**src/rtl/rtu2_pkg.sv**
```systemverilog
// rtu2_pkg: shared constants and FSM state type for the code serializer.
// Build option: RTU2_PARITY_EN adds the PAR state to the state type.
package rtu2_pkg;

  localparam int   CODE_W    = 3;
  localparam logic TX_IDLE   = 1'b1;
  localparam logic START_BIT = 1'b0;

`ifdef RTU2_PARITY_EN
  typedef enum logic [2:0] {
    ST_IDLE  = 3'd0,
    ST_START = 3'd1,
    ST_DATA  = 3'd2,
    ST_PAR   = 3'd3,
    ST_STOP  = 3'd4
  } state_t;
`else
  typedef enum logic [2:0] {
    ST_IDLE  = 3'd0,
    ST_START = 3'd1,
    ST_DATA  = 3'd2,
    ST_STOP  = 3'd4
  } state_t;
`endif

endpackage

```
**src/rtl/rtu2_code_fifo.sv**
```systemverilog
// rtu2_code_fifo: small synchronous FIFO for encoder code words.
// DEPTH must be a power of two so the pointers wrap naturally.
module rtu2_code_fifo
  import rtu2_pkg::*;
#(
  parameter int DEPTH = 4
) (
  input  logic              clk,
  input  logic              rst,
  input  logic              push,
  input  logic              pop,
  input  logic [CODE_W-1:0] din,
  output logic [CODE_W-1:0] dout,
  output logic              empty,
  output logic              full
);

  localparam int AW = (DEPTH > 1) ? $clog2(DEPTH) : 1;
  localparam logic [AW:0] FULL_CNT = (AW + 1)'(DEPTH);

  logic [CODE_W-1:0] r_mem [DEPTH];
  logic [AW-1:0]     r_wr_ptr;
  logic [AW-1:0]     r_rd_ptr;
  logic [AW:0]       r_count;
  logic              w_wr;
  logic              w_rd;

  assign empty = (r_count == '0);
  assign full  = (r_count == FULL_CNT);
  assign dout  = r_mem[r_rd_ptr];

  // A pop on the same edge frees a slot, so a push into a full FIFO is accepted then.
  assign w_wr = push && (!full || pop);
  assign w_rd = pop && !empty;

  // Storage; reset only clears the pointers, old contents become unreachable.
  always_ff @(posedge clk) begin
    if (w_wr) r_mem[r_wr_ptr] <= din;
  end

  // Pointer and occupancy tracking.
  always_ff @(posedge clk or posedge rst) begin
    if (rst) begin
      r_wr_ptr <= '0;
      r_rd_ptr <= '0;
      r_count  <= '0;
    end else begin
      if (w_wr) r_wr_ptr <= r_wr_ptr + 1'b1;
      if (w_rd) r_rd_ptr <= r_rd_ptr + 1'b1;
      case ({w_wr, w_rd})
        2'b10:   r_count <= r_count + 1'b1;
        2'b01:   r_count <= r_count - 1'b1;
        default: r_count <= r_count;
      endcase
    end
  end

endmodule

```
**src/rtl/rtu2_code_tx.sv**
```systemverilog
// rtu2_code_tx: captures changed encoder codes into a FIFO and sends each
// one as a serial frame: START, three data bits LSB first, [PAR], STOP.
// Build option: RTU2_PARITY_EN inserts an even-parity bit after the data.
//
// state | meaning
// IDLE  | line high, waiting for a FIFO entry
// START | start bit (low) for BIT_DIV cycles
// DATA  | code bits 0..2, BIT_DIV cycles each
// PAR   | even parity of the code (parity builds only)
// STOP  | stop bit (high) for BIT_DIV cycles
module rtu2_code_tx
  import rtu2_pkg::*;
#(
  parameter int DEPTH   = 4,
  parameter int BIT_DIV = 4
) (
  input  logic              clk,
  input  logic              rst,
  input  logic [CODE_W-1:0] code,
  input  logic              code_v,
  input  logic              clr_ovf,
  output logic              tx,
  output logic              busy,
  output logic              empty,
  output logic              full,
  output logic              ovf
);

  localparam int CNT_W = (BIT_DIV > 1) ? $clog2(BIT_DIV) : 1;
  localparam logic [CNT_W-1:0] CNT_MAX = CNT_W'(BIT_DIV - 1);

  state_t            r_state;
  state_t            w_state_nxt;
  logic              r_last_v;
  logic [CODE_W-1:0] r_last_code;
  logic              r_ovf;
  logic [CNT_W-1:0]  r_cnt;
  logic [1:0]        r_bit_idx;
  logic [CODE_W-1:0] r_shift;
  logic [CODE_W-1:0] w_shift_nxt;
  logic              r_tx;
  logic              w_tx_nxt;
  logic              w_push_req;
  logic              w_pop;
  logic              w_drop;
  logic              w_tc;
  logic              w_reload;
  logic              w_empty;
  logic              w_full;
  logic [CODE_W-1:0] w_dout;
`ifdef RTU2_PARITY_EN
  logic              r_par;
`endif

  rtu2_code_fifo #(
    .DEPTH (DEPTH)
  ) u_fifo (
    .clk   (clk),
    .rst   (rst),
    .push  (w_push_req),
    .pop   (w_pop),
    .din   (code),
    .dout  (w_dout),
    .empty (w_empty),
    .full  (w_full)
  );

  assign w_push_req = code_v && (!r_last_v || (code != r_last_code));
  assign w_pop      = (r_state == ST_IDLE) && !w_empty;
  assign w_drop     = w_push_req && w_full && !w_pop;
  assign w_tc       = (r_cnt == '0);
  // Reload the bit-period timer on leaving IDLE and at every period end that stays in a frame.
  assign w_reload   = (r_state == ST_IDLE) ? w_pop : (w_tc && (w_state_nxt != ST_IDLE));

  assign tx    = r_tx;
  assign busy  = (r_state != ST_IDLE);
  assign empty = w_empty;
  assign full  = w_full;
  assign ovf   = r_ovf;

  // Change detector history and sticky overflow; a drop beats a clear.
  always_ff @(posedge clk or posedge rst) begin
    if (rst) begin
      r_last_v    <= 1'b0;
      r_last_code <= '0;
      r_ovf       <= 1'b0;
    end else begin
      r_last_v    <= code_v;
      r_last_code <= code;
      if (w_drop)       r_ovf <= 1'b1;
      else if (clr_ovf) r_ovf <= 1'b0;
    end
  end

  // FSM state register.
  always_ff @(posedge clk or posedge rst) begin
    if (rst) r_state <= ST_IDLE;
    else     r_state <= w_state_nxt;
  end

  // FSM next-state logic; every non-IDLE state lasts one bit period.
  always_comb begin
    w_state_nxt = r_state;
    case (r_state)
      ST_IDLE:  if (!w_empty) w_state_nxt = ST_START;
      ST_START: if (w_tc) w_state_nxt = ST_DATA;
      ST_DATA: begin
        if (w_tc && (r_bit_idx == 2'd2)) begin
`ifdef RTU2_PARITY_EN
          w_state_nxt = ST_PAR;
`else
          w_state_nxt = ST_STOP;
`endif
        end
      end
`ifdef RTU2_PARITY_EN
      ST_PAR:   if (w_tc) w_state_nxt = ST_STOP;
`endif
      ST_STOP:  if (w_tc) w_state_nxt = ST_IDLE;
      default:  w_state_nxt = ST_IDLE;
    endcase
  end

  // FSM outputs: next shift contents and the line level for the coming cycle.
  always_comb begin
    w_shift_nxt = r_shift;
    if (w_pop)                               w_shift_nxt = w_dout;
    else if ((r_state == ST_DATA) && w_tc)   w_shift_nxt = {1'b0, r_shift[CODE_W-1:1]};
    case (w_state_nxt)
      ST_START: w_tx_nxt = START_BIT;
      ST_DATA:  w_tx_nxt = w_shift_nxt[0];
`ifdef RTU2_PARITY_EN
      ST_PAR:   w_tx_nxt = r_par;
`endif
      default:  w_tx_nxt = TX_IDLE;
    endcase
  end

  // Frame datapath: bit-period down-counter, bit index, shift register, line register.
  always_ff @(posedge clk or posedge rst) begin
    if (rst) begin
      r_cnt     <= '0;
      r_bit_idx <= 2'd0;
      r_shift   <= '0;
      r_tx      <= TX_IDLE;
    end else begin
      if (w_reload)   r_cnt <= CNT_MAX;
      else if (!w_tc) r_cnt <= r_cnt - 1'b1;
      if ((r_state == ST_START) && w_tc)     r_bit_idx <= 2'd0;
      else if ((r_state == ST_DATA) && w_tc) r_bit_idx <= r_bit_idx + 2'd1;
      r_shift <= w_shift_nxt;
      r_tx    <= w_tx_nxt;
    end
  end

`ifdef RTU2_PARITY_EN
  // Even parity is latched from the popped code so it survives the data shifting.
  always_ff @(posedge clk or posedge rst) begin
    if (rst)        r_par <= 1'b0;
    else if (w_pop) r_par <= ^w_dout;
  end
`endif

endmodule

```
**config.mk**
```make
export PLATFORM = sky130hd
export DESIGN_NAME = rtu2_code_tx
export DESIGN_NICKNAME = d
export VERILOG_FILES = /design/src/rtl/rtu2_pkg.sv /design/src/rtl/rtu2_code_fifo.sv /design/src/rtl/rtu2_code_tx.sv
export SDC_FILE = /design/constraint.sdc
export NUM_CORES = 1
export LEC_CHECK = 0
export CAP_MARGIN = 20
export CORE_AREA = 3 3 71 73
export CTS_CLUSTER_SIZE = 10
export DETAILED_ROUTE_END_ITERATION = 6
export DIE_AREA = 0 0 74 76
export PLACE_DENSITY = 0.5
export SLEW_MARGIN = 20
export SYNTH_ARGS = -nofsm -noshare
export SYNTH_HDL_FRONTEND = slang
export SYNTH_SLANG_ARGS = --single-unit
```
**constraint.sdc**
```tcl
create_clock -name clk -period 3.2 [get_ports clk]
set_input_delay 0.96 -clock clk [delete_from_list [all_inputs] [get_ports clk]]
set_output_delay 0.96 -clock clk [all_outputs]
set_load 0.05 [all_outputs]
```
==> impl_metrics.tcl <==
set metrics [dict create \
    status "complete, no violations" \
    io_buffers 11 \
    synthCells 129 \
    cp_max_fo 4 \
    clkTransAtPathRegs_ns 0.08 \
    fp-row-count 24 \
    ios 12 \
    setup_viol 0 \
    vias_per_cell 4.725 \
    worst-endpoint-required_ns 2.24 \
    drt-total-wl_um 2729 \
    grt_max_degree 18 \
    postPlaceCellArea_sq_um 1824 \
    tns_ns 0 \
    rsz0062_at_grt "no" \
    hp-class "reg -> reg" \
    max_freq_mhz 344.9 \
    dp_hpwl_um 2012 \
    synth.top_cell.area_share_pct 33.38 \
    fin_nets 162 \
    cts_tree "done" \
    yosysMostFrequentCell "dfrtp_1" \
    clockPowerShare_pct 18.2 \
    hold_viol 0 \
    die_area_sq_um 5624 \
    final.min_clock_period_ns 2.899 \
    p_int_mw 1.114 \
    ys_seq_area_share_pct 56.83 \
    synth.net_count 144 \
    cts_setup_buffers 0 \
    cts_resized 0 \
    drtPass1Iterations 4 \
    synth_top_family_by_area "simple AND/OR/NAND/NOR gates" \
    cts_buffers 5 \
    n_antenna_cell 0 \
    drt-wirelength-per-cell_um 13.65 \
    switching_share_pct 38.56 \
    synth_common_cells "22 x dfrtp_1, 13 x inv_1, 12 x edfxtp_1" \
    cts.sinks 35 \
    drc 0 \
    layout-drive-gt1-share_pct 15.54 \
    criticalPathCategory "reg -> out" \
    antenna_found_initial 0 \
    design_area_sq_um 1917 \
    drv_slew 0 \
    hold_buffers 0 \
    die_w_um 74 \
    min_period_over_period_pct 90.60 \
    endpoint_kind "output port" \
    cp-start-kind "flip-flop" \
    area_growth_pct 16.24 \
    synth_area_sq_um 1649 \
    p_leak_nw 0.8087 \
    ys_types 38 \
    die_h_um 76 \
    synthMuxAreaShare_pct 7.208 \
    drt-initial-drc-count 25 \
    power.sequential.fraction_pct 40.3 \
    core_region_area_sq_um 4414 \
    grt_use_total_pct 11.29 \
    comb_power_share_pct 41.6 \
    synth_compound_area_share_pct 5.842 \
    grt_pass1_vias 1000 \
    final_antenna_net_count 0 \
    cap_violations 0 \
    synth-adder-area-share_pct 6.525 \
    p_sw_mw 0.6993 \
    cts_root_buf "clkbuf_8" \
    synth_area_leader_cell "dfrtp_1" \
    ys_ff_latch 35 \
    htree_num_levels 2 \
    initial_core_util_pct 37.36 \
    synth-async-reset-ratio_pct 65.71 \
    avgSynthCellArea_sq_um 12.78 \
    overflow 0 \
    slew_headroom_pct 66.71 \
    synth_xor_area_share_pct 6.297 \
    cts_buffer_depth 2 \
    clock_latency_ns 0.29 \
    vias 945 \
    power_density_nw_per_um2 946.1 \
    routabilityCongestion 0.6768 \
    worst_pin_slew_ns 0.4978 \
    synth_flop_cell "dfrtp_1" \
    worst-endpoint-arrival_ns 1.94 \
    yosysWarnings 0 \
    yosys.area_share.simple_pct 10.62 \
    synth_edf_count 12 \
    synthTopCellsByArea "dfrtp_1 33%, edfxtp_1 22%, ha_1 5.3%, mux4_2 4.1%, xnor2_1 3.7%" \
    grt_pass1_wl_um 4809 \
    ir_drop_mv 0.4396 \
    clock_skew_ns 0.005640 \
]
state kept, by name, summed over array words and instances, names as in the netlist:
name,count
r_state,3
tx,1
u_fifo.r_count,3
u_fifo.r_rd_ptr,2
u_fifo.r_mem,12
r_last_code,3
ovf,1
r_cnt,2
r_bit_idx,2
r_last_v,1
r_shift,3
u_fifo.r_wr_ptr,2
layer usage:
metal / routed length [um] / track usage (%) / vias up
li1: - / - / 471
met1: 1233 / 14.13 / 457
met2: 1353 / 17.55 / 12
met3: 97 / 4.090 / 5
met4: 44 / 4.348 / 0
met5: 0 / 0 / -
critical path, stage by stage, from the launching register on:
cell and delay (ns):
dfrtp_1 0.43, nor3_1 0.35, clkdlybuf4s50_1 0.87
layout make-up:
| type | instances | area [sq um] |
|---|---|---|
| Clock buffer | 5 | 68.82 |
| Clock inverter | 3 | 23.77 |
| Fill cell | 416 | 2497 |
| Inverter | 14 | 65.06 |
| Multi-Input combinational cell | 74 | 601.8 |
| Sequential cell | 35 | 937.1 |
| Tap cell | 52 | 65.06 |
| Timing Repair Buffer | 17 | 155.1 |
placed cells by master (no fill, tap or decap), types with 2 or more instances in the layout:
cell / count
ha_1: 7
o21ai_0: 4
mux4_2: 3
inv_1: 13
and2_1: 4
nor2_1: 6
mux2i_1: 4
nand3_1: 2
dfrtp_1: 22
clkdlybuf4s50_1: 11
edfxtp_1: 12
nor2b_1: 2
nand2_1: 8
buf_4: 6
xor2_1: 3
xnor2_1: 7
a21oi_1: 3
clkbuf_8: 5
nor3_1: 3
o21ai_1: 2
clkinvlp_4: 2
worst paths after layout:
kind	endpoint	cells after the start	slack (ns)	startpoint
min in group asynchronous	u_fifo.r_wr_ptr[1]	2	0.89	rst
max in group asynchronous	tx	3	1.71	rst
worst max-delay path	empty	2	0.30	u_fifo.r_count[0]
worst min register to register	r_bit_idx[0]	1	0.50	r_bit_idx[0]
worst min-delay path	r_bit_idx[0]	1	0.50	r_bit_idx[0]
worst max register to register	u_fifo.r_count[2]	9	0.69	r_state[2]
power by group through the flow:
| stage | clock network [mW] | logic [mW] | registers [mW] |
|---|---|---|---|
| floorplan | 0 | 0.625 | 0.726 |
| global placement | 0 | 0.745 | 0.735 |
| detailed placement | 0 | 0.764 | 0.741 |
| CTS | 0.342 | 0.771 | 0.733 |
| global route | 0.366 | 0.849 | 0.753 |
| finish | 0.329 | 0.754 | 0.730 |
metrics by stage:
step	cells	utilization [%]	hold WS [ns]	power (mW)	worst slack (ns)
after floorplan	129	-	0.4543	1.351	0.2962
after CTS	200	43.42	0.5072	1.847	0.2890
final	200	43.42	0.4964	1.813	0.3009
after global routing	200	43.42	0.5162	1.968	0.2200
after detailed placement	192	41.33	0.4872	1.505	0.06187
after global placement	192	41.33	0.4694	1.480	0.1292
cells by family (layout without fill, tap and decap cells):
group                      count (synthesis)  after routing
DFF                                       35             35
and+or+nand+nor                           32             32
buffers and inverters                     20             39
AOI/OAI and AO/OA                         15             15
xor gates and xnor gates                  11             11
adders and majority gates                  8              8
muxes                                      8              8
(Power assumes the default switching activity.)
